## config.mk

```make
export PLATFORM = sky130hd
export DESIGN_NAME = ptp_ts_rx_check
export DESIGN_NICKNAME = d
export VERILOG_FILES = /design/src/rtl/ptp_ts_pkg.sv /design/src/rtl/ptp_ts_delta.sv /design/src/rtl/ptp_ts_rx_check.sv
export SDC_FILE = /design/constraint.sdc
export NUM_CORES = 1
export LEC_CHECK = 0
export CAP_MARGIN = 20
export CORE_MARGIN = 2
export CORE_UTILIZATION = 51
export CTS_CLUSTER_SIZE = 30
export DETAILED_ROUTE_END_ITERATION = 12
export GPL_TIMING_DRIVEN = 0
export PLACE_DENSITY = 0.82
export SYNTH_ARGS = -nofsm -noshare
export SYNTH_HDL_FRONTEND = slang
export SYNTH_SLANG_ARGS = --single-unit
```

## constraint.sdc

```tcl
create_clock -name clk -period 5.45 [get_ports clk]
set_input_delay 1.09 -clock clk [delete_from_list [all_inputs] [get_ports clk]]
set_output_delay 1.09 -clock clk [all_outputs]
set_load 0.01 [all_outputs]
```

## src/rtl/ptp_ts_pkg.sv

```systemverilog
// Shared definitions for the PTP time-bus receive checker: field widths,
// nominal period/tolerance, FSM states and the 96-bit timestamp layout.
package ptp_ts_pkg;

  localparam int SEC_W = 48;
  localparam int NS_W  = 32;
  localparam int FNS_W = 16;
  localparam int FX_W  = NS_W + FNS_W;

  localparam logic [29:0] NS_PER_SEC = 30'd1000000000;
  localparam logic [3:0]  PERIOD_NS  = 4'd6;
  localparam logic [15:0] PERIOD_FNS = 16'h6666;
  localparam logic [15:0] TOL_FNS    = 16'h0100;

  typedef enum logic [1:0] {
    IDLE  = 2'd0,
    LOCK  = 2'd1,
    TRACK = 2'd2
  } state_t;

  typedef struct packed {
    logic [SEC_W-1:0] sec;
    logic [NS_W-1:0]  ns;
    logic [FNS_W-1:0] fns;
  } ts_t;

  // ns.fns as one unsigned fixed-point value in 1/65536 ns units
  function automatic logic [FX_W-1:0] ts_fx(input ts_t t);
    return {t.ns, t.fns};
  endfunction

endpackage

```

## src/rtl/ptp_ts_delta.sv

```systemverilog
// Increment / rollover evaluation between two consecutive timestamps.
// All outputs are registered one cycle after the inputs.
module ptp_ts_delta
  import ptp_ts_pkg::*;
(
  input  logic        clk,
  input  logic        rst_n,
  input  logic [95:0] i_s1,
  input  logic [95:0] i_prev,
  output logic        o_delta_ok,
  output logic        o_sec_ok,
  output logic        o_rollover,
  output logic        o_sec_inc
);

  localparam logic [FX_W-1:0] FX_SEC = {2'b00, NS_PER_SEC, 16'h0000};
  localparam logic [FX_W-1:0] FX_NOM = {28'd0, PERIOD_NS, PERIOD_FNS};
  localparam logic [FX_W-1:0] FX_LO  = FX_NOM - {32'd0, TOL_FNS};
  localparam logic [FX_W-1:0] FX_HI  = FX_NOM + {32'd0, TOL_FNS};

  ts_t             w_cur;
  ts_t             w_prv;
  logic            w_roll;
  logic [FX_W-1:0] w_delta;
  logic            w_sec_inc;
  logic            w_sec_ok;
  logic            w_ns_ok;
  logic            w_tol_ok;

  logic r_delta_ok;
  logic r_sec_ok;
  logic r_rollover;
  logic r_sec_inc;

  assign w_cur  = ts_t'(i_s1);
  assign w_prv  = ts_t'(i_prev);
  assign w_roll = (w_cur.ns < w_prv.ns);

  // Modular subtraction; adding one second of fixed-point ns undoes the wrap
  assign w_delta   = ts_fx(w_cur) - ts_fx(w_prv) + (w_roll ? FX_SEC : '0);
  assign w_tol_ok  = (w_delta >= FX_LO) && (w_delta <= FX_HI);
  assign w_ns_ok   = (w_cur.ns < {2'b00, NS_PER_SEC}) && (w_prv.ns < {2'b00, NS_PER_SEC});
  assign w_sec_inc = (w_cur.sec == w_prv.sec + 48'd1);
  assign w_sec_ok  = w_roll ? w_sec_inc : (w_cur.sec == w_prv.sec);

  always_ff @(posedge clk or negedge rst_n) begin
    if (!rst_n) begin
      r_delta_ok <= 1'b0;
      r_sec_ok   <= 1'b0;
      r_rollover <= 1'b0;
      r_sec_inc  <= 1'b0;
    end else begin
      r_delta_ok <= w_tol_ok && w_ns_ok;
      r_sec_ok   <= w_sec_ok;
      r_rollover <= w_roll;
      r_sec_inc  <= w_sec_inc;
    end
  end

  assign o_delta_ok = r_delta_ok;
  assign o_sec_ok   = r_sec_ok;
  assign o_rollover = r_rollover;
  assign o_sec_inc  = r_sec_inc;

endmodule

```

## src/rtl/ptp_ts_rx_check.sv

```systemverilog
// PTP time-bus receive checker: continuity check, PPS regeneration, lock FSM
// and saturating error counters. PPS cross-check enabled by PTP_TS_RX_CHECK_PPS_EN.
module ptp_ts_rx_check
  import ptp_ts_pkg::*;
(
  input  logic        clk,
  input  logic        rst_n,
  input  logic [95:0] ts_96,
  input  logic        ts_step,
  input  logic        pps,
  output logic        locked,
  output logic        pps_out,
  output logic        err_inc,
  output logic        err_pps,
  output logic [15:0] inc_err_count,
  output logic [15:0] pps_err_count,
  output logic [3:0]  dbg_status
);

  logic [95:0] r_s1;
  logic        r_s1_step;
  logic        r_s1_pps;
  logic        r_s1_vld;
  logic        r_pair_vld;

  state_t      r_state;
  state_t      w_state_nxt;

  logic        w_delta_ok;
  logic        w_sec_ok;
  logic        w_rollover;
  logic        w_sec_inc;
  logic        w_good;
  logic        w_pps_cand;
  logic        w_pps;
  logic        w_err_inc;

  logic        r_pps_out;
  logic        r_err_inc;
  logic [15:0] r_inc_cnt;

  always_ff @(posedge clk or negedge rst_n) begin
    if (!rst_n) begin
      r_s1       <= '0;
      r_s1_step  <= 1'b0;
      r_s1_pps   <= 1'b0;
      r_s1_vld   <= 1'b0;
      r_pair_vld <= 1'b0;
    end else begin
      r_s1       <= ts_96;
      r_s1_step  <= ts_step;
      r_s1_pps   <= pps;
      r_s1_vld   <= 1'b1;
      r_pair_vld <= r_s1_vld;
    end
  end

  // Fed one cycle early (next s1, current s1) so its registered flags describe
  // the pair currently held in s1/prev; prev itself then needs no storage here.
  ptp_ts_delta u_delta (
    .clk        (clk),
    .rst_n      (rst_n),
    .i_s1       (ts_96),
    .i_prev     (r_s1),
    .o_delta_ok (w_delta_ok),
    .o_sec_ok   (w_sec_ok),
    .o_rollover (w_rollover),
    .o_sec_inc  (w_sec_inc)
  );

  assign w_good     = r_pair_vld && w_delta_ok && w_sec_ok;
  assign w_pps_cand = r_pair_vld && w_sec_inc && !r_s1_step;

`ifdef PTP_TS_RX_CHECK_PPS_EN
  logic        w_err_pps;
  logic        r_err_pps;
  logic [15:0] r_pps_cnt;
`endif

  always_comb begin
    w_state_nxt = r_state;
    w_pps       = 1'b0;
    w_err_inc   = 1'b0;
`ifdef PTP_TS_RX_CHECK_PPS_EN
    w_err_pps   = 1'b0;
`endif
    case (r_state)
      IDLE: w_state_nxt = LOCK;
      LOCK: begin
        w_pps = w_pps_cand;
        if (!r_s1_step && w_good) w_state_nxt = TRACK;
      end
      TRACK: begin
        w_pps = w_pps_cand;
        if (r_s1_step) begin
          w_state_nxt = LOCK;
        end else begin
`ifdef PTP_TS_RX_CHECK_PPS_EN
          w_err_pps = (w_pps_cand != r_s1_pps);
`endif
          if (!w_good) begin
            w_err_inc   = 1'b1;
            w_state_nxt = LOCK;
          end
        end
      end
      default: w_state_nxt = IDLE;
    endcase
  end

  always_ff @(posedge clk or negedge rst_n) begin
    if (!rst_n) begin
      r_state   <= IDLE;
      r_pps_out <= 1'b0;
      r_err_inc <= 1'b0;
      r_inc_cnt <= '0;
    end else begin
      r_state   <= w_state_nxt;
      r_pps_out <= w_pps;
      r_err_inc <= w_err_inc;
      if (w_err_inc && (r_inc_cnt != 16'hFFFF)) r_inc_cnt <= r_inc_cnt + 16'd1;
    end
  end

`ifdef PTP_TS_RX_CHECK_PPS_EN
  always_ff @(posedge clk or negedge rst_n) begin
    if (!rst_n) begin
      r_err_pps <= 1'b0;
      r_pps_cnt <= '0;
    end else begin
      r_err_pps <= w_err_pps;
      if (w_err_pps && (r_pps_cnt != 16'hFFFF)) r_pps_cnt <= r_pps_cnt + 16'd1;
    end
  end

  assign err_pps       = r_err_pps;
  assign pps_err_count = r_pps_cnt;
`else
  assign err_pps       = 1'b0;
  assign pps_err_count = '0;
`endif

  assign locked        = (r_state == TRACK);
  assign pps_out       = r_pps_out;
  assign err_inc       = r_err_inc;
  assign inc_err_count = r_inc_cnt;
  assign dbg_status    = {w_rollover, r_s1_pps, r_state};

endmodule

```

# After elaboration in Yosys (flattened, before gate mapping)
# Index checks and enable logic that the tools add are counted.
[classes] add_sub_neg=4 order_cmp=5 n_eq_ne=7 mux=10 n_reduce_logical=13
[ops] cell="$eq A48 B48 Y1" count=2
[ops] cell="$lt A32 B30 Y1 const B" count=2
[ops] cell="$add A48 B1 Y48 const B" count=1
[ops] cell="$add A48 B48 Y48" count=1
[ops] cell="$ge A48 B19 Y1 const B" count=1
[ops] cell="$le A48 B19 Y1 const B" count=1
[ops] cell="$sub A48 B48 Y48" count=1
[ops] cell="$mux W46" count=1
[ops] cell="$lt A32 B32 Y1" count=1
[ops] cell="$add A16 B1 Y16 const B" count=1
[ops] cell="$ne A16 B16 Y1 const B" count=1
[ops] cell="$logic_and A1 B1 Y1" count=9
[ops] cell="$mux W2" count=3
[ops] cell="$pmux W2 S3" count=1
[ops] cell="$mux W1" count=5
[ops] cell="$ne A3 B3 Y1 const B" count=1
[ops] cell="$eq A2 B1 Y1 const B" count=1
[ops] cell="$eq A2 B2 Y1 const B" count=1
[ops] cell="$logic_not A2 Y1" count=1
[ops] cell="$ne A2 B2 Y1 const B" count=1
[ops] cell="$reduce_and A2 Y1" count=1
[ops] cell="$reduce_or A2 Y1" count=1
[ops] cell="$logic_not A1 Y1" count=1
[totals] register_bits=124 inputBits=100

# Logic depth before layout (Yosys ltp)
# Gate-level depths: netlist of the first run.
[depth] depth_word=6 depth_mapped=26 ltp_nobuf=25

# Cells and area by module
# Synthesis of the first run repeated with hierarchy kept, for this count alone.
[hier_totals] cells_unflattened=1187 area_unflattened_um2=10445.0
[by_module_without_submodules] module="ptp_ts_delta" n_inst=1 cells_per_inst=971 area_each_um2=6756.5 seq_area_each_um2=100.1
[by_module_without_submodules] module="ptp_ts_rx_check" n_inst=1 cells_per_inst=216 area_each_um2=3688.5 seq_area_each_um2=3002.9

# Worst setup path after synthesis of the first run
# No wires, ideal clock.
[synth_timing] path_type="input port to flip-flop" start="input ts_96[18]" end="register u_delta.r_delta_ok, in the netlist u_delta.o_delta_ok" setup_time_ps=96 arrival_time_ps=6276 setup_slack_ps=-922 path_stages=24 path_buffers=1 path_cell_list="ha_1 > fa_1 > o21bai_1 > a31o_2 > a31oi_1 > o21ai_0 > a31oi_1 > o31ai_1 > a211o_1 > inv_1 > fa_1 > ha_1 > buf_2 > or3b_1 > nand4_1 > nor4_1 > o21ai_1 > a211oi_2 > o211ai_1 > or4_1 > or4_1 > nor3_1 > nand4_1 > nor4_2"
[synth_between] elab_chain_len=6 word_cells_on_any_way=10
[synth_lines] item="start: declaration" line="ptp_ts_rx_check.sv:8" text="input logic [95:0] ts_96,"
[synth_lines] item="$lt A32 B32 Y1 *" line="ptp_ts_delta.sv:37" text="assign w_roll = (w_cur.ns < w_prv.ns);"
[synth_lines] item="via u_delta.w_roll" line="ptp_ts_delta.sv:23" text="logic w_roll;"
[synth_lines] item="$mux W46 *" line="ptp_ts_delta.sv:40" text="assign w_delta = ts_fx(w_cur) - ts_fx(w_prv) + (w_roll ? FX_SEC : '0);"
[synth_lines] item="$add A48 B48 Y48 *" line="ptp_ts_delta.sv:40"
[synth_lines] item="$ge A48 B19 Y1 / $le A48 B19 Y1 (equally long branches)" line="ptp_ts_delta.sv:41" text="assign w_tol_ok = (w_delta >= FX_LO) && (w_delta <= FX_HI);"
[synth_lines] item="$logic_and A1 B1 Y1 *" line="ptp_ts_delta.sv:41"
[synth_lines] item="$logic_and A1 B1 Y1 *" line="ptp_ts_delta.sv:53" text="r_delta_ok <= w_tol_ok && w_ns_ok;"
[synth_lines] item="end signal: assignment" line="ptp_ts_delta.sv:53"
[synth_lines] item="end: declaration" line="ptp_ts_delta.sv:30" text="logic r_delta_ok;"
# The timed path passes the listed nets; every way through them passes the cells marked *.
# A chain may end at the register's enable or synchronous reset.

# Worst setup path in the final report of the first run
[layout_timing] start="input ts_96[20]" end="register u_delta.r_delta_ok, in the netlist u_delta.o_delta_ok"
# Same word-level chain as after synthesis.

==> metrics.yaml, run 1 <==
status:
  outcome: "finished with violations"
  failed_checks: "negative setup slack"
clocking:
  cts-buffers-inserted: 17
  tritoncts: "yes"
  worst_skew_pair.late_latency_ns: 0.43
  h-tree-depth: 4
  clockBufferDepth: 2
  postCtsHoldBufs: 0
  clkTransAtPathRegs_ns: 0.06
  cts_root_buf: "clkbuf_16"
  cts_num_sinks: 124
cells_and_area:
  syn_to_final_growth_pct: 24.4
  drive_above_1_share_pct: 9.61
  final_area_sq_um: 12700
  layoutNonFillerInstCount: 1608
  final_nets: 1553
  finish.utilization_pct: 64.9
  n_antenna_cell: 0
  n_fill_cell: 1645
placement:
  dp_hpwl_mm: 20.9
  place_congestion: 0.943
  port_buffers: 122
  placedCellCount: 1574
  placed_area_sq_um: 11900
  pre_cts_slack_ns: -2.05
job:
  max-cap-violations: 0
worst_hold_path:
  whs_path_depth: 0
  hp-class: "reg -> reg"
sta:
  finClkSkew_ns: 0.00896
  period_needed_ns: 6.34
  fin_crit_sh_pct: 116
  max_slew_margin_pct: 49.7
  whs_ns: 0.353
  hold_viol_final: 0
  setup_violations: 1
  rsz0062_at_grt: "true"
  slew_viol_final: 0
  max_freq_mhz: 158
  worst_slack_ns: -0.895
  max_slew.worst_pin.slew_ns: 0.749
  finalSetupTns_ns: -0.895
power_and_ir_drop:
  p_per_area_nw_per_um2: 262
  p_leak_nw: 5.73
  ir_drop_v: 0.000190
  power.total_mw: 3.33
synthesis:
  syn_area_sq_um: 10200
  syn_avg_cell_area_sq_um: 8.74
  ys_seq_area_share_pct: 30.4
  yosys_most_used_dff: "dfrtp_1"
  ys_seq_elements: 124
  syn_inst: 1170
  synth.distinct_cells: 76
  synth_warnings: 0
  postSynth.asyncResetShare_pct: 100
  synth_edf_count: 0
worst_setup_path:
  start_kind: "input pin"
  cp_slowest_cell: "or4_1"
  regToRegEndpoint: "u_delta.o_delta_ok"
  critPathLaunch: "ts_96[20]"
  rr_startpoint: "r_s1[33]"
  crit_chain: "dlygate4sd2_1 > ha_2 > fa_2 > a31o_2 > a31oi_2 > o21ai_2 > a31oi_4 > o31ai_4 > a211o_4 > inv_8 > fa_1 > ha_1 > buf_6 > or3b_1 > o2111ai_1 > nor4_1 > o21ai_1 > a211oi_2 > o211ai_1 > or4_1 > or4_4 > nor3_2 > nand4_1 > nor4_2"
  crit_required_ns: 5.75
  arrival_ns: 6.65
  endpoint: "u_delta.o_delta_ok"
  path_buf_inv: 3
  endpoint_kind: "flop"
  critPathKind: "in -> reg"
  r2r_slack_ns: -0.50
  crit_cells: 24
  crit_family: "simple AND/OR/NAND/NOR gates"
  critPathMaxFanout: 7
  r2r_cells: 26
  critical-path-max-stage-delay_ns: 0.50
grt:
  met1_usage_pct: 32.9
  overflow: 0
  busiest_layer: "met2"
  antenna_found_initial: 0
  grt_pass1_wl_mm: 45.4
  grt_max_degree: 81
  grt_pass1_vias: 9248
  grt.met3_usage_pct: 4.61
  grt_util_met2_pct: 45.0
  grtUsageTotal_pct: 26.1
drt:
  drtIter0Drc: 491
  drt_pass1_iterations: 5
  wl_per_cell_um: 17.0
  ant_nets: 0
  vias_per_cell: 5.68
  wl_mm: 27.3
  route.detailed.drc: 0
  vias: 9130
die:
  dieArea_sq_um: 21200
  die_x_um: 146
  initial_core_util_pct: 52.2
  num_rows: 51
  coreArea_sq_um: 19600
  ios: 140
  die_y_um: 146
==> flip-flops by register name, indices dropped and copies added (netlist names) <==
| name | flops |
|---|---|
| u_delta.o_delta_ok | 1 |
| r_pair_vld | 1 |
| r_state | 2 |
| err_inc | 1 |
| u_delta.o_sec_ok | 1 |
| inc_err_count | 16 |
| u_delta.o_sec_inc | 1 |
| r_s1_pps | 1 |
| r_s1_step | 1 |
| r_s1 | 96 |
| r_s1_vld | 1 |
| u_delta.o_rollover | 1 |
| pps_out | 1 |
==> area by class of cell <==
class                      instances  area [sq um]  area share, %
multi-input combinational        904          6700           52.6
buffer                            45           284           2.23
sequential                       124          3100           24.4
timing repair buffer             129          1280           10.0
tap                              265           332           2.61
clock inverter                    12           164           1.29
inverter                         111           424           3.34
clock buffer                      18           439           3.45
==> layout by cell type (no fill, tap or decap), drive strengths merged, types with 6 or more instances in the layout <==
cell           count
a211oi            13
a21boi             6
a21o              21
a21oi             71
a31oi             18
and3              16
buf               41
clkbuf            33
clkdlybuf4s50    106
conb              18
dfrtp            124
dlygate4sd2        9
fa                19
ha               102
inv              115
mux2i              8
nand2             96
nand2b            13
nand3             48
nand3b             9
nand4             37
nor2              67
nor2b             12
nor3              35
nor4              16
o2111ai            6
o211ai             8
o21a              11
o21ai             49
o21bai             7
o22ai              7
o31ai              6
or3                9
or4                6
xnor2             57
xor2              48
==> kinds of logic (layout without fill, tap and decap cells) <==
logic type	after synthesis	after routing	share of synthesized area, %
buffers and inverters	159	315	6.84
other	2	18	0.0735
xor gates and xnor gates	105	105	9.00
muxes	12	12	1.22
and+or+nand+nor	388	388	19.5
DFF	124	124	30.4
adders and majority gates	121	121	16.2
AOI/OAI and AO/OA	259	260	16.8
==> metal layers <==
metal  wire length [um]  vias up  share of wire [%]
met1              11500     4318                 42
met5                  0        -                  0
li1                   -     4474                  -
met4                746        0                2.7
met2              13600      287                 50
met3               1410       51                5.2
==> synth_stat cells, types with 9 or more instances <==
| cell | n | area [sq um] |
|---|---|---|
| nor2b_1 | 12 | 75.1 |
| a31oi_1 | 17 | 106 |
| or3_1 | 9 | 56.3 |
| nor3_1 | 35 | 175 |
| nor4_1 | 15 | 93.8 |
| inv_1 | 111 | 417 |
| ha_1 | 102 | 1280 |
| clkbuf_1 | 15 | 56.3 |
| nand3b_1 | 9 | 67.6 |
| buf_2 | 10 | 50.1 |
| a211oi_1 | 11 | 82.6 |
| nand2_1 | 96 | 360 |
| fa_1 | 19 | 380 |
| buf_4 | 22 | 165 |
| o21ai_0 | 46 | 230 |
| dfrtp_1 | 124 | 3100 |
| nor2_1 | 66 | 248 |
| xor2_1 | 48 | 420 |
| a21o_1 | 21 | 158 |
| nand4_1 | 37 | 231 |
| nand2b_1 | 13 | 81.3 |
| and3_1 | 16 | 100 |
| nand3_1 | 46 | 230 |
| o21a_1 | 11 | 82.6 |
| a21oi_1 | 70 | 350 |
| xnor2_1 | 57 | 499 |
==> power breakdown <==
part           internal, mW  switching [mW]  leakage [nW]
Sequential            0.960          0.0319          1.49
Clock                 0.732           0.451         0.282
Combinational         0.492           0.662          3.96
==> worst min path at each step <==
stage	startpoint	to	slack, ns
floorplan	r_s1_vld	r_pair_vld	0.33
global placement	r_s1_vld	r_pair_vld	0.33
detailed placement	r_s1_vld	r_pair_vld	0.35
CTS	r_s1_vld	r_pair_vld	0.36
global route	r_s1_vld	r_pair_vld	0.38
finish	r_s1_vld	r_pair_vld	0.35
==> timing repair <==
| item | in CTS | in global routing |
|---|---|---|
| buffers inserted | 4 | 2 |
| gates resized for setup | 43 | 16 |
| pin swaps | 19 | 17 |
| endpoints found under the setup margin | 1 | 1 |
| gates cloned | 1 | 0 |
Note: power is estimated with default switching activity, not from simulation.
==> run 2, diff against run 1 <==
--- a/config.mk
+++ b/config.mk
@@ -5,11 +5,13 @@
 export SDC_FILE = /design/constraint.sdc
 export NUM_CORES = 1
 export LEC_CHECK = 0
-export CAP_MARGIN = 20
+export CAP_MARGIN = 10
+export CORE_ASPECT_RATIO = 1.25
 export CORE_MARGIN = 2
 export CORE_UTILIZATION = 51
 export CTS_CLUSTER_SIZE = 30
 export DETAILED_ROUTE_END_ITERATION = 12
+export GPL_ROUTABILITY_DRIVEN = 0
 export GPL_TIMING_DRIVEN = 0
 export PLACE_DENSITY = 0.82
 export SYNTH_ARGS = -nofsm -noshare
==> metrics.yaml, run 2 (synthesis results as in run 1) <==
status:
  outcome: "finished with violations"  # unchanged
  failed_checks: "negative setup slack"  # unchanged
drt:
  route.detailed.drc: 0  # unchanged
  wl_met1_mm: 10.5  # was 11.5 mm
  vias_per_cell: 5.80  # was 5.68
  ant_nets: 0  # unchanged
  wl_per_cell_um: 16.6  # was 17.0 um
  wl_met2_mm: 13.4  # was 13.6 mm
  wl_mm: 26.8  # was 27.3 mm
  met3WireLength_mm: 1.46  # was 1.41 mm
  drtIter0Drc: 650  # was 491
  top_layer: "met4"  # unchanged
  drt_pass1_iterations: 6  # was 5
  vias: 9356  # was 9,130
clocking:
  tritoncts: "yes"  # unchanged
  clkTransAtPathRegs_ns: 0.06  # about the same
  cts_root_buf: "clkbuf_16"  # unchanged
  clockBufferDepth: 2  # unchanged
  postCtsHoldBufs: 0  # unchanged
  h-tree-depth: 4  # unchanged
  worst_skew_pair.late_latency_ns: 0.43  # about the same
  cts_num_sinks: 124  # unchanged
  cts-buffers-inserted: 17  # unchanged
placement:
  port_buffers: 122  # unchanged
  dp_hpwl_mm: 20.7  # was 20.9 mm
  pre_cts_slack_ns: -1.99  # was -2.05 ns
  placed_area_sq_um: 11900  # unchanged
cells_and_area:
  final_area_sq_um: 12800  # was 12,700 sq um
  final_common_cell: "dfrtp_1"  # unchanged
  multiInputGateArea_sq_um: 6740  # was 6700 sq um
  final_nets: 1557  # was 1,553
  finish.utilization_pct: 65.5  # was 64.9%
  top_register: "r_s1"  # unchanged
  n_fill_cell: 1628  # was 1,645
  regArea_sq_um: 3100  # unchanged
  largest_reg_flops: 96  # unchanged
  syn_to_final_growth_pct: 25.1  # was 24.4%
  final_cell_mix: "dfrtp_1, inv_1, clkdlybuf4s50_1"  # unchanged
  drive_above_1_share_pct: 10.3  # was 9.61%
  n_antenna_cell: 0  # unchanged
power_and_ir_drop:
  p_per_area_nw_per_um2: 260  # was 262 nW/um^2
  power.total_mw: 3.33  # about the same
  p_leak_nw: 5.79  # was 5.73 nW
  ir_drop_v: 0.000209  # was 0.000190 V
worst_setup_path:
  arrival_ns: 6.69  # was 6.65 ns
  critPathMaxFanout: 9  # was 7
  endpoint_kind: "flop"  # unchanged
  crit_required_ns: 5.76  # was 5.75 ns
  start_kind: "input pin"  # unchanged
  r2r_cells: 27  # was 26
  critPathKind: "in -> reg"  # unchanged
die:
  coreArea_sq_um: 19500  # was 19,600 sq um
  die_x_um: 131  # was 146 um
  dieArea_sq_um: 21200  # about the same
  num_rows: 57  # was 51
  die_y_um: 162  # was 146 um
  ios: 140  # unchanged
  initial_core_util_pct: 52.3  # was 52.2%
sta:
  setup_violations: 1  # unchanged
  hold_viol_final: 0  # unchanged
  max_slew.worst_pin.slew_ns: 0.785  # was 0.749 ns
  whs_ns: 0.351  # was 0.353 ns
  slew_viol_final: 0  # unchanged
  rsz0062_at_grt: "true"  # unchanged
  finClkSkew_ns: 0.0110  # was 0.00896 ns
  worst_slack_ns: -0.933  # was -0.895 ns
  fin_crit_sh_pct: 117  # was 116%
  max_freq_mhz: 157  # was 158 MHz
  max_slew_margin_pct: 46.3  # was 49.7%
  period_needed_ns: 6.38  # was 6.34 ns
grt:
  grt_pass1_wl_mm: 43.6  # was 45.4 mm
  grt_pass1_vias: 9426  # was 9,248
  grt_max_degree: 64  # was 81
  antenna_found_initial: 0  # unchanged
  overflow: 0  # unchanged
  grtUsageTotal_pct: 25.8  # was 26.1%
worst_hold_path:
  whs_path_depth: 0  # unchanged
  hp-class: "reg -> reg"  # unchanged
job:
  max-cap-violations: 0  # unchanged
run 2: cell types whose count changed in the layout (fill, tap and decap cells not counted), sizes merged:
| cell | previous run | this run |
|---|---|---|
| bufinv | 3 | 2 |
| clkinv | 1 | 5 |
| dlygate4sd2 | 9 | 8 |
| buf | 41 | 44 |
| inv | 115 | 117 |
| clkinvlp | 4 | 1 |
| dlymetal6s2s | 3 | 4 |
| clkdlybuf4s15 | 0 | 1 |
run 2: critical path, cell delays in order:
cell and delay, ns:
dlygate4sd2_1 0.27, ha_2 0.20, fa_2 0.33, a21o_1 0.18, a21oi_2 0.17, o21ai_1 0.10, a31oi_2 0.22, o31ai_4 0.12
buf_4 0.15, a211o_4 0.36, fa_1 0.55, inv_1 0.04, ha_1 0.27, buf_6 0.14, a21oi_4 0.16, and2_4 0.19
o221a_4 0.19, nor2_1 0.06, a31oi_1 0.16, o211ai_1 0.15, or4_1 0.49, or4_4 0.45, nor3_4 0.18, nand4_1 0.13
nor4_2 0.32
run 2: stage by stage:
stage          cells  TNS (ns)
6_report        1614    -0.933
5_1_grt         1614     -1.13
4_1_cts         1610    -0.917
3_5_place_dp    1574     -1.99
3_3_place_gp    1573   -203.07
2_1_floorplan   1186    -0.446
run 2: cell type report:
type                    count  share of cell area [%]
multi-input cells         904                    52.7
flip-flops and latches    124                    24.3
repair buffers            132                    10.2
clock buffers              18                    3.43
inverters                 111                    3.30
well taps                 265                    2.59
plain buffers              46                    2.25
clock inverters            14                    1.23
run 2: timing repair:
| action | CTS | global route |
|---|---|---|
| cloned | 1 | 0 |
| pin swaps | 20 | 14 |
| setup endpoints to repair | 1 | 1 |
| setup buffers | 4 | 5 |
| gates resized for setup | 41 | 22 |
run 2: layer usage:
metal  vias up  GRT usage [%]
li1       4484              -
met1      4370           29.3
met2       383           45.8
met3       119           4.41
met4         0           13.1
met5         -              0
run 2: where the power goes:
group          internal (mW)  total, mW  switching (mW)
Clock                  0.696       1.17           0.478
Sequential             0.959      0.991          0.0316
Combinational          0.498       1.17           0.668
run 2: path summary, 6_finish.rpt:
kind / start / end / slack [ns]
setup / recovery: ts_96[28] / u_delta.o_delta_ok / -0.93
hold / removal: r_s1_vld / r_pair_vld / 0.35
setup reg to reg: r_s1[33] / u_delta.o_delta_ok / -0.54
hold reg to reg: r_s1_vld / r_pair_vld / 0.35
max in group asynchronous: rst_n / r_s1[36] / 4.07
min in group asynchronous: rst_n / r_s1[55] / 0.64
==> run 3, diff against run 2 <==
--- a/config.mk
+++ b/config.mk
@@ -5,7 +5,7 @@
 export SDC_FILE = /design/constraint.sdc
 export NUM_CORES = 1
 export LEC_CHECK = 0
-export CAP_MARGIN = 10
+export ABC_CLOCK_PERIOD_IN_PS = 5450
 export CORE_ASPECT_RATIO = 1.25
 export CORE_MARGIN = 2
 export CORE_UTILIZATION = 51
==> results of run 3 <==
No change in the layout: final DEF, timing and power equal those of run 2.
==> RTL edit 1: new RTL, flow settings as in run 1 <==
Put a register stage on the output `dbg_status`, without a reset. The value now appears one clock later. The other outputs are not delayed to match.
--- a/src/rtl/ptp_ts_rx_check.sv
+++ b/src/rtl/ptp_ts_rx_check.sv
@@ -145,5 +145,7 @@
   assign err_inc       = r_err_inc;
   assign inc_err_count = r_inc_cnt;
-  assign dbg_status    = {w_rollover, r_s1_pps, r_state};
+  always_ff @(posedge clk) begin
+    dbg_status <= {w_rollover, r_s1_pps, r_state};
+  end
 
 endmodule
Behaviour: not the same (a bounded check fails within 4 cycles, from zero or initial values and one cycle with rst_n low).
==> RTL edit 1 against run 1 <==
- the flow still finishes with violations (setup timing)
- count of clock-buffer cells in the layout increased by 1
- clock power decreased by 4%
- non-clock buffer count increased by 3
- synthesized area increased by 0.64%
- setup slack got worse by 25 ps
- final area increased by 0.85%
- critical path depth decreased by 1
- sequential share of layout area increased by 0.42 points
- power increased by 0.16%
- routed wire length increased by 1.3%
- sequential cell count increased by 4
- critical path type unchanged
- largest cell class unchanged
- largest power group is now combinational cells
==> RTL edit 1: results (changes against run 1) <==
** Outcome
- Outcome :: finished, violations left
- Failing checks :: setup timing

** GRT
- Initial antenna violation count :: 1 (+1)
- The overall fraction of global-route tracks in use was 25.89% (-0.22 points).
- GR Layer Usage met2 :: 43.84% (-1.1 points)
- Wire length of the first global-routing pass :: 44,810 um (-1.2%)
- The number of global-route vias before repair came to 9,162 (-0.93%).
- Met1 track utilization from global routing :: 32.16% (-0.72 points)
- The pin count of the biggest net entering global routing came to 82 (+1.2%).

** Timing
- The slew at the pin with the worst max-slew slack came to 675.2 ps (-74.27 ps).
- Smallest setup slack after layout :: -919.3 ps (-24.81 ps)
- Final setup violation count :: 1 (unchanged)

** Pwr
- Maximum vdd ir drop :: 0.1940 mV (+2.2%)
- Reported leakage power :: 5.775 nW (+0.72%)
- Clock share of power :: 34.0% (-1.5 points)

** Cells and area
- Number of nets in the finished design :: 1,559 (+0.39%)
- The antenna diode count is 1 (+1).
- Number of inserted filler cells in the final layout :: 1,674 (+1.8%)
- The area share of buffers outside the clock network was 12.50% (+0.23 points).

** Synth
- Adder-cell area share of the yosys netlist :: 16.10% (-0.10 points)
- Count of distinct cell types in the synthesized netlist :: 77 (+1.3%)
- #FFs+latches synth :: 128 (+3.2%)
- The mux share of post-synthesis cell area was 1.216% (-0.0077 points).

** Placement
- The placer congestion estimate is 0.9364 (-0.71%).
- The setup slack after placement was -2115 ps (-66.36 ps).

** CTS
- Buffers inserted by post-CTS timing repair :: 6 (+2)
[RTL edit 1: changes by cell type after synthesis, sizes merged]
| cell | change |
|---|---|
| dfxtp | +4 |
| buf | -2 |
[RTL edit 1: final timing paths]
check | slack (ps) | cells after the start | from | end
max | -920 | 23 | ts_96[20] | u_delta.o_delta_ok$_DFF_PN0_
min | 340 | 0 | u_delta.o_rollover$_DFF_PN0_ | dbg_status[3]$_DFF_P_
max reg2reg | -480 | 24 | r_s1[18]$_DFF_PN0_ | u_delta.o_delta_ok$_DFF_PN0_
min reg2reg | 340 | 0 | u_delta.o_rollover$_DFF_PN0_ | dbg_status[3]$_DFF_P_
max in group asynchronous | 4160 | 2 | rst_n | r_s1[36]$_DFF_PN0_
min in group asynchronous | 580 | 1 | rst_n | inc_err_count[3]$_DFFE_PN0P_
[RTL edit 1: stage by stage]
stage / instance area [um^2] / instances
final: 12820 / 1617
after detailed placement: 11980 / 1576
after floorplan: 10400 / 1188
after global routing: 12820 / 1617
after global placement: 11960 / 1575
after CTS: 12680 / 1612
==> RTL edit 2: new RTL, flow settings as in run 1 <==
Made on the original files. The option `PTP_TS_RX_CHECK_PPS_EN` is turned on by a define.
--- a/src/rtl/ptp_ts_rx_check.sv
+++ b/src/rtl/ptp_ts_rx_check.sv
@@ -1,4 +1,6 @@
 // PTP time-bus receive checker: continuity check, PPS regeneration, lock FSM
 // and saturating error counters. PPS cross-check enabled by PTP_TS_RX_CHECK_PPS_EN.
+`define PTP_TS_RX_CHECK_PPS_EN
+
 module ptp_ts_rx_check
   import ptp_ts_pkg::*;
Behaviour: not the same (a bounded check fails within 10 cycles, from zero or initial values and one cycle with rst_n low).
==> RTL edit 2 against run 1 <==
- the run still ends with setup timing left
- sequential cell count is 17 higher
- power is 11% higher
- fmax is 1.3% higher
- combinational power is 17% higher
- final area is 12% higher
- global-route usage is 0.32 points lower
- largest power group is now combinational cells
- critical path depth is 1 lower
- die area is 10% higher
- setup slack better by 83 ps
- synthesized area is 10% higher
- highest routed layer unchanged
- sequential share of layout area is 0.37 points higher
- count of clock-buffer cells in the layout is 1 lower
- routed wire length is 9.4% higher
==> RTL edit 2: results (changes against run 1) <==
** Synth
- Most area-consuming cells after synthesis :: dfrtp_1 31%, ha_1 11%, xnor2_1 5.9%
- Adder-cell area share of the yosys netlist :: 14.58% (-1.6 points)
- The post-synthesis area per instance came to 8.789 um^2 (+0.58%).
- Count of distinct cell types in the synthesized netlist :: 81 (+6.6%)
- Compound-cell area share of the yosys netlist :: 17.17% (+0.37 points)
- The mux share of post-synthesis cell area came to 1.209% (-0.014 points).

** GRT
- The overall fraction of global-route tracks in use was 25.79% (-0.32 points).
- The met3 track demand over resource in global routing came to 4.778% (+0.17 points).
- The met1 global-route usage is 33.49% (+0.61 points).
- The fraction of met2 tracks used by global routing is 43.80% (-1.2 points).
- Pin count of the biggest net entering global routing :: 87 (+7.4%)

** Worst setup path
- Reg2Reg Launch Point :: r_s1[42]$_DFF_PN0_
- Slowest Stage Delay on Critical Path :: 600 ps (+100 ps)
- The worst reg2reg path depth was 23 (-12%).
- Setup slack on the worst flop-to-flop path :: -520 ps (-20 ps)
- For this design, the slowest cell found on the critical path is fa_1.
- The signal arrival time at the worst endpoint was 6580 ps (-70 ps).

** Pwr
- The clock network power came to 1.24 mW (+5%).
- The internal power was 2.355 mW (+7.8%).
- The combinational power share was 36.2% (+1.5 points).
- Reported leakage power :: 6.171 nW (+7.6%)
- The total power density per cell area was 259.3 mW/mm^2 (-0.93%).

** Route
- The starting DRC count in detailed routing is 697 (+42%).
- The post-detailed-route via-to-cell ratio came to 5.812 (+2.4%).
- Total routed wire length on the met1 layer :: 13,000 um (+13%)
- DR pass1 iterations :: 6 (+1)

** Timing
- The minimum setup slack in the final design is -811.7 ps (+82.82 ps).
- The summed negative setup slack over all endpoints is -811.7 ps (+82.82 ps).
- The worst hold slack is 348.3 ps (-5.113 ps).
- The relative max-transition margin came to 54.68% (+5.0 points).
- The total setup violations reported at the end of the flow was 1 (unchanged).
- Worst setup skew after layout :: 11.31 ps (+2.346 ps)

** Cells and area
- The total number of sequential cells came to 141 (+14%).
- Number of inserted filler cells in the final layout :: 1,787 (+8.6%)
- Number of antenna cells inserted :: 1 (+1)
- Signal buffers :: 203 (+17%)
- The area occupied by registers came to 0.003528 mm^2 (+14%).
- Non-clk buf share :: 12.22% (-0.050 points)
- Multi-input logic cell count :: 982 (+8.6%)
- The clock buffer instance count of the final layout was 17 (-1).
- Filler-free cell count of the finished design :: 1,750 (+8.8%)
- Share of post-route cells with drive strength above 1 :: 12.19% (+2.6 points)
- The clock-cell share of area came to 4.348% (-0.39 points).

** Placement
- The post-DP HPWL came to 22,580 um (+8.1%).
- The setup slack after placement came to -2625 ps (-576.1 ps).
- Number of I/O port buffers :: 139 (+14%)
- Placed insts :: 1,703 (+8.2%)
- Final weighted congestion of routability-driven global placement :: 0.9212 (-2.3%)

** Outcome
- The run finished, with violations left.
- Failing checks :: setup timing

** CTS
- The number of cells upsized or downsized after cts was 89 (+110%).
- Buffers inserted by post-CTS timing repair :: 17 (+13)
RTL edit 2: changes by cell type in the layout (fill, tap and decap cells not counted), sizes merged, moves of 12 or more:
| cell | delta |
|---|---|
| clkbuf | +18 |
| conb | -17 |
| dfrtp | +17 |
| nand2 | +12 |
| nor4 | +12 |
| xnor2 | +19 |
RTL edit 2: worst max-delay path by stage:
stage	from	endpoint	slack [ps]	depth (start not counted)
6_report	ts_96[43]	u_delta.o_delta_ok$_DFF_PN0_	-810	23
5_1_grt	ts_96[28]	u_delta.o_delta_ok$_DFF_PN0_	-1150	24
4_1_cts	ts_96[41]	u_delta.o_delta_ok$_DFF_PN0_	-980	25
3_5_place_dp	ts_96[18]	u_delta.o_delta_ok$_DFF_PN0_	-2630	26
3_3_place_gp	ts_96[18]	u_delta.o_delta_ok$_DFF_PN0_	-2700	26
2_1_floorplan	ts_96[18]	u_delta.o_delta_ok$_DFF_PN0_	-700	26
